--- config.mk ---
export PLATFORM = sky130hd
export DESIGN_NAME = arbitro_1
export DESIGN_NICKNAME = d
export VERILOG_FILES = /design/src/rtl/arbitro_1.sv
export SDC_FILE = /design/constraint.sdc
export NUM_CORES = 1
export LEC_CHECK = 0
export BUFFER_PORTS_ARGS = -buffer_cell sky130_fd_sc_hd__buf_2
export CORE_MARGIN = 5
export CORE_UTILIZATION = 37
export CTS_CLUSTER_DIAMETER = 200
export DETAILED_ROUTE_END_ITERATION = 8
export GPL_TIMING_DRIVEN = 0
export HOLD_SLACK_MARGIN = 0.08
export PLACE_DENSITY = 0.75
export SLEW_MARGIN = 20
export SYNTH_ARGS = -nofsm -noshare
export SYNTH_HDL_FRONTEND = slang
export SYNTH_SLANG_ARGS = --single-unit
--- constraint.sdc ---
create_clock -name clk -period 2 [get_ports clk]
set_input_delay 0.5 -clock clk [delete_from_list [all_inputs] [get_ports clk]]
set_output_delay 0.5 -clock clk [all_outputs]
set_load 0.05 [all_outputs]
--- src/rtl/arbitro_1.sv ---
// Four-input round-robin arbiter that moves one word per cycle from the
// first-word-fall-through input FIFOs into the central FIFO.
module arbitro_1 #(
  parameter int          WIDTH        = 6,
  parameter logic [3:0]  ACTIVE_STATE = 4'b0100
) (
  input  logic             clk,
  input  logic             reset,
  input  logic [3:0]       state,
  input  logic             empty0,
  input  logic             empty1,
  input  logic             empty2,
  input  logic             empty3,
  input  logic [WIDTH-1:0] data_in0,
  input  logic [WIDTH-1:0] data_in1,
  input  logic [WIDTH-1:0] data_in2,
  input  logic [WIDTH-1:0] data_in3,
  input  logic             almost_full,
  output logic             pop0,
  output logic             pop1,
  output logic             pop2,
  output logic             pop3,
  output logic             push,
  output logic [WIDTH-1:0] data_out
);

  logic [1:0]       ptr;
  logic [3:0]       empty;
  logic             enable;
  logic             found;
  logic [1:0]       g;
  logic [1:0]       idx;
  logic             grant;
  logic [3:0]       pop_v;
  logic [WIDTH-1:0] sel;

  assign empty  = {empty3, empty2, empty1, empty0};
  assign enable = (state == ACTIVE_STATE) && !almost_full && !reset;

  // First non-empty queue searching upward from ptr, wrapping mod 4
  always_comb begin
    found = 1'b0;
    g     = ptr;
    idx   = ptr;
    for (int k = 0; k < 4; k++) begin
      idx = ptr + 2'(k);
      if (!found && !empty[idx]) begin
        found = 1'b1;
        g     = idx;
      end
    end
  end

  assign grant = enable && found;

  always_comb begin
    pop_v = 4'b0000;
    if (grant) pop_v[g] = 1'b1;
  end

  assign pop0 = pop_v[0];
  assign pop1 = pop_v[1];
  assign pop2 = pop_v[2];
  assign pop3 = pop_v[3];

  always_comb begin
    sel = data_in0;
    unique case (g)
      2'd0: sel = data_in0;
      2'd1: sel = data_in1;
      2'd2: sel = data_in2;
      2'd3: sel = data_in3;
    endcase
  end

  always_ff @(posedge clk or posedge reset) begin
    if (reset) begin
      ptr      <= 2'd0;
      push     <= 1'b0;
      data_out <= '0;
    end else if (grant) begin
      ptr      <= g + 2'd1;
      push     <= 1'b1;
      data_out <= sel;
    end else begin
      push     <= 1'b0;
    end
  end

endmodule
# After elaboration in Yosys (flattened, before gate mapping)
# Index checks and enable logic that the tools add are counted.
[op_classes]
addsub = 4
n_mul = 0
n_div = 0
order_cmp = 6
n_eq_ne = 4
shifts = 0
muxes = 20
bitwise = 0
reduce_logical = 15
[op_table]
columns = ["op", "count"]
rows = [
  ["$pmux 6 s4", 1],
  ["$lt 2x3->1 const B", 5],
  ["$mux 1", 10],
  ["$bmux 1 s2", 4],
  ["$logic_and 1x1->1", 7],
  ["$logic_not 1->1", 7],
  ["$mux 2", 3],
  ["$add 2x1->2 const B", 2],
  ["$add 2x2->2 const B", 2],
  ["$eq 2x2->1 const B", 2],
  ["$eq 4x3->1 const B", 1],
  ["$mux 4", 1],
  ["$demux 1 s2", 1],
  ["$eq 2x1->1 const B", 1],
  ["$ge 2x1->1 const B", 1],
  ["$logic_not 2->1", 1],
]
[word_totals]
ff_bits = 9
latch_bits = 0
ramBits = 0
romBits = 0
inputBits = 35
memories = 0

# Logic depth before layout (Yosys ltp)
[logic_depth]
word_depth = 17
mapped_depth = 9

# Worst setup path before layout
# No wires, ideal clock.
[synth_timing]
path_type = "input-to-output"
from = "input port empty3"
to = "output port pop1"
arrival_ns = 1.580
path_slack_ns = -0.080
path_stages = 6
path_buffers = 0
cell_sequence = "nand2b_1 a21oi_2 o221ai_2 inv_1 ha_1 and2_2"
[synth_via]
elab_chain_len = 16
[synth_lines]
columns = ["element", "line", "rtl"]
rows = [
  ["from (decl)", "13", "input logic empty3,"],
  ["$bmux 1 s2", "47", "if (!found && !empty[idx]) begin"],
  ["$mux 1 (implied by the code)", "47", ""],
  ["$logic_not 1->1", "47", ""],
  ["$logic_and 1x1->1", "47", ""],
  ["$mux 1", "47", ""],
  ["$logic_not 1->1", "47", ""],
  ["$logic_and 1x1->1", "47", ""],
  ["$mux 1", "47", ""],
  ["$logic_not 1->1", "47", ""],
  ["$logic_and 1x1->1", "47", ""],
  ["$mux 2", "47", ""],
  ["$lt 2x3->1 (implied by the code) or $ge 2x1->1 (tied branches)", "58", "if (grant) pop_v[g] = 1'b1;"],
  ["$logic_and 1x1->1 (implied by the code)", "58", ""],
  ["$mux 1 (implied by the code)", "58", ""],
  ["$demux 1 s2", "58", ""],
  ["$mux 4 *", "58", ""],
  ["to (decl)", "20", "output logic pop1,"],
]
# Every way passes the cells marked *; elsewhere a longest branch is shown, timed or not. The select of a mux whose other input is x is not followed.

# Worst setup path after layout
[layout_timing]
from = "register ptr[1]"
to = "output port pop3"
[layout_via]
elab_chain_len = 17
[layout_lines]
columns = ["element", "line", "rtl"]
rows = [
  ["from (decl)", "27", "logic [1:0] ptr;"],
  ["from (signal assigned)", "82", "ptr <= g + 2'd1;"],
  ["$add 2x1->2", "46", "idx = ptr + 2'(k);"],
  ["$bmux 1 s2", "47", ""],
  ["$mux 1 (implied by the code)", "47", ""],
  ["$logic_not 1->1", "47", ""],
  ["$logic_and 1x1->1", "47", ""],
  ["$mux 1", "47", ""],
  ["$logic_not 1->1", "47", ""],
  ["$logic_and 1x1->1", "47", ""],
  ["$mux 1", "47", ""],
  ["$logic_not 1->1", "47", ""],
  ["$logic_and 1x1->1", "47", ""],
  ["$mux 2", "47", ""],
  ["$lt 2x3->1 (implied by the code) or $ge 2x1->1 (tied branches)", "58", ""],
  ["$logic_and 1x1->1 (implied by the code)", "58", ""],
  ["$mux 1 (implied by the code)", "58", ""],
  ["$demux 1 s2", "58", ""],
  ["$mux 4 *", "58", ""],
  ["to (decl)", "22", "output logic pop3,"],
]
# Marked as above.

==> results.txt <==
run status: complete, but fails checks
syn_nets: 117
post-DR wirelength/cell: 13.18 um
Worst EP arrival: 1720 ps
wirelength, routed: 2056 um
slowest stage delay, CP: 440 ps
CP Capture Type: output port
vias in the first global route: 729
Met1 Routed Length: 789 um
Reg2Reg Launch Point: ptr[1]
routed vias/inst: 5.026
slew of the pin with the lowest slew margin: 323.7 ps
Ant. Diodes: 0
Final Hold Violating Endpoints: 0
sequential share of the synthesized area: 32.14%
most frequent cells in the layout: 41 x buf_2, 9 x nor2_1, 8 x nand2_1
Syn-to-layout area delta: 63.04%
fin crit share: 110.8%
die width: 53.52 um
post-synthesis average cell area: 9.100 um2
largest delay contributor family on the critical path: compound AO/OA/AOI/OAI gates
share of layout cells above drive strength 1: 64.12%
DRT antenna net count: 0
Slew Viols, Final: 0
worst-path fanout max: 6
most common cell after layout, fill and taps aside: buf_2
Synth Register Bits: 9
worst path bufs/invs: 1
Synth warnings: 0
Final Setup Violations: 10
CORE AREA: 1764 um2
FF-to-FF End: data_out[4]
Lkg Pwr: 0.5717 nW
non-filler cells, final: 156
TritonRoute pass-1 iters: 4
via count: 784
clock root cell: clkbuf_4
VDD IR-drop max: 0.5008 mV
die area: 2864 um2
Post-DP HPWL: 1542 um
Clock transition at path regs: 60 ps
hold crit path type: in -> async
CTS tree: yes
largest cells by area after synthesis: dfrtp_1 32%, ha_1 8.9%, a222oi_1 8.6%
Clock Skews: 1.725 ps
metal3 WL: 185 um
Max H-tree Level: 1
worst skew pair latency: 260 ps
gr usage total: 15.15%
post-synth top area cell: dfrtp_1
routed wl met2: 1071 um
RSZ-0062 raised after global routing: yes
initial core utilization: 39.72%
CP Cell Sequence: o21ai_1 > nand2_1 > a21oi_2 > a21o_1 > ha_4 > and2_4 > buf_8
pin count of the biggest net entering global routing: 11
pre-CTS setup slack: -456.6 ps
Worst setup SP type: flop
CTS max path bufs: 2
Mapped Cells: 77
PnR worst setup slack: -215.4 ps
antenna violations before repair: 0
top layer in use: met4
Netlist cell types: 23
reg2reg path depth: 10
Top Ports: 46
CTS Buf Count: 3
Max Cap Viol: 0
WP data required: 1500 ps
port buffer count: 45
CTS Hold Buffers Added: 0
routability cong.: 0.6815
Max-slew headroom: 78.39%
power density cells: 943.9 nW/um2
Cells after DPL: 147
Max Fclk: 0.4514 GHz
Final Power: 1.078 mW
post-synth top area share: 32.14%
gr ovfl total: 0
global-route wire length before repair: 3146 um
FF-to-FF setup slack: -60 ps
failing checks: negative setup slack
worst setup path class: reg -> out
Critical Path Slowest Stage Cell: dfrtp_2
Synth Cell Area: 700.7 um2
DR iter-0 viols: 40
cell row count: 15
Final #Nets: 172
CTS sink count: 9
DRC viols: 0
crit path time final: 2215 ps
Die Y: 53.52 um
[flip-flops by register name, indices dropped and copies added (netlist names)]
| signal | count |
|---|---|
| data_out | 6 |
| ptr | 2 |
| push | 1 |
[routing by layer]
layer,up-vias,GRT usage (%)
met5,-,0
met4,0,6.383
met3,2,3.380
met2,36,25.10
met1,350,18.71
li1,396,-
[per-stage QoR]
step	instance area [um2]	TNS (ps)	hold WS (ps)	utilization, %
5_1_grt	1142	-2028	227.8	64.75
2_1_floorplan	706.9	0	327.9	-
4_1_cts	1122	-884.6	201.4	63.62
3_5_place_dp	963.4	-3735	461.8	54.61
3_3_place_gp	963.4	-2895	457.8	54.61
6_report	1142	-1073	193.5	64.75
[final cells by class]
type / instances / area [um2]
fill: 154 / 621.8
multi-input combinational: 61 / 521.8
timing repair buffer: 50 / 299.0
sequential: 9 / 227.7
tap: 25 / 31.28
clock buffer: 4 / 26.28
inverter: 5 / 20.02
buffer: 2 / 16.27
[cells by family (layout without fill, tap and decap cells)]
logic type,after synthesis,in the layout,synth area share (%)
adders and majority gates,5,5,8.929
DFF,9,9,32.14
muxes,2,2,4.286
buffers and inverters,7,61,4.998
and+or+nand+nor,26,26,20.89
AOI/OAI and AO/OA,28,28,28.75
[what timing repair did]
| action | in CTS | in global routing |
|---|---|---|
| pin swaps | 13 | 2 |
| endpoints found under the hold margin | 0 | 0 |
| resized for setup | 25 | 8 |
| buffers inserted | 5 | 0 |
| setup endpoints to repair | 10 | 10 |
[synthesized netlist by cell type]
master    n
nand2b_1  1
nand4_1   1
nand3_2   1
o221ai_2  1
o21ai_2   4
nand2_1   8
nor2b_1   1
clkinv_2  1
nor4b_4   1
ha_1      5
a21oi_2   1
o21ai_0   3
a222oi_1  6
nor2_1    9
a21oi_1   9
and2_2    4
dfrtp_1   9
buf_6     1
a21o_1    1
clkbuf_1  1
mux2_4    2
o21ai_1   3
inv_1     4
[worst max path at each step]
stage | from | end | slack [ps] | depth (start not counted)
floorplan | empty3 | pop3 | 0.8 | 6
global placement | empty3 | pop2 | -390 | 7
detailed placement | empty3 | pop2 | -460 | 7
CTS | ptr[1] | pop3 | -210 | 7
global route | ptr[1] | pop0 | -290 | 7
finish | ptr[1] | pop3 | -220 | 7
[where the power goes]
group | leakage (nW) | total [mW] | internal (mW) | switching, mW
Clock | 0.0150 | 0.137 | 0.0767 | 0.0605
Sequential | 0.117 | 0.271 | 0.230 | 0.0411
Combinational | 0.440 | 0.670 | 0.274 | 0.396
Power figures use the tool's default switching activity.
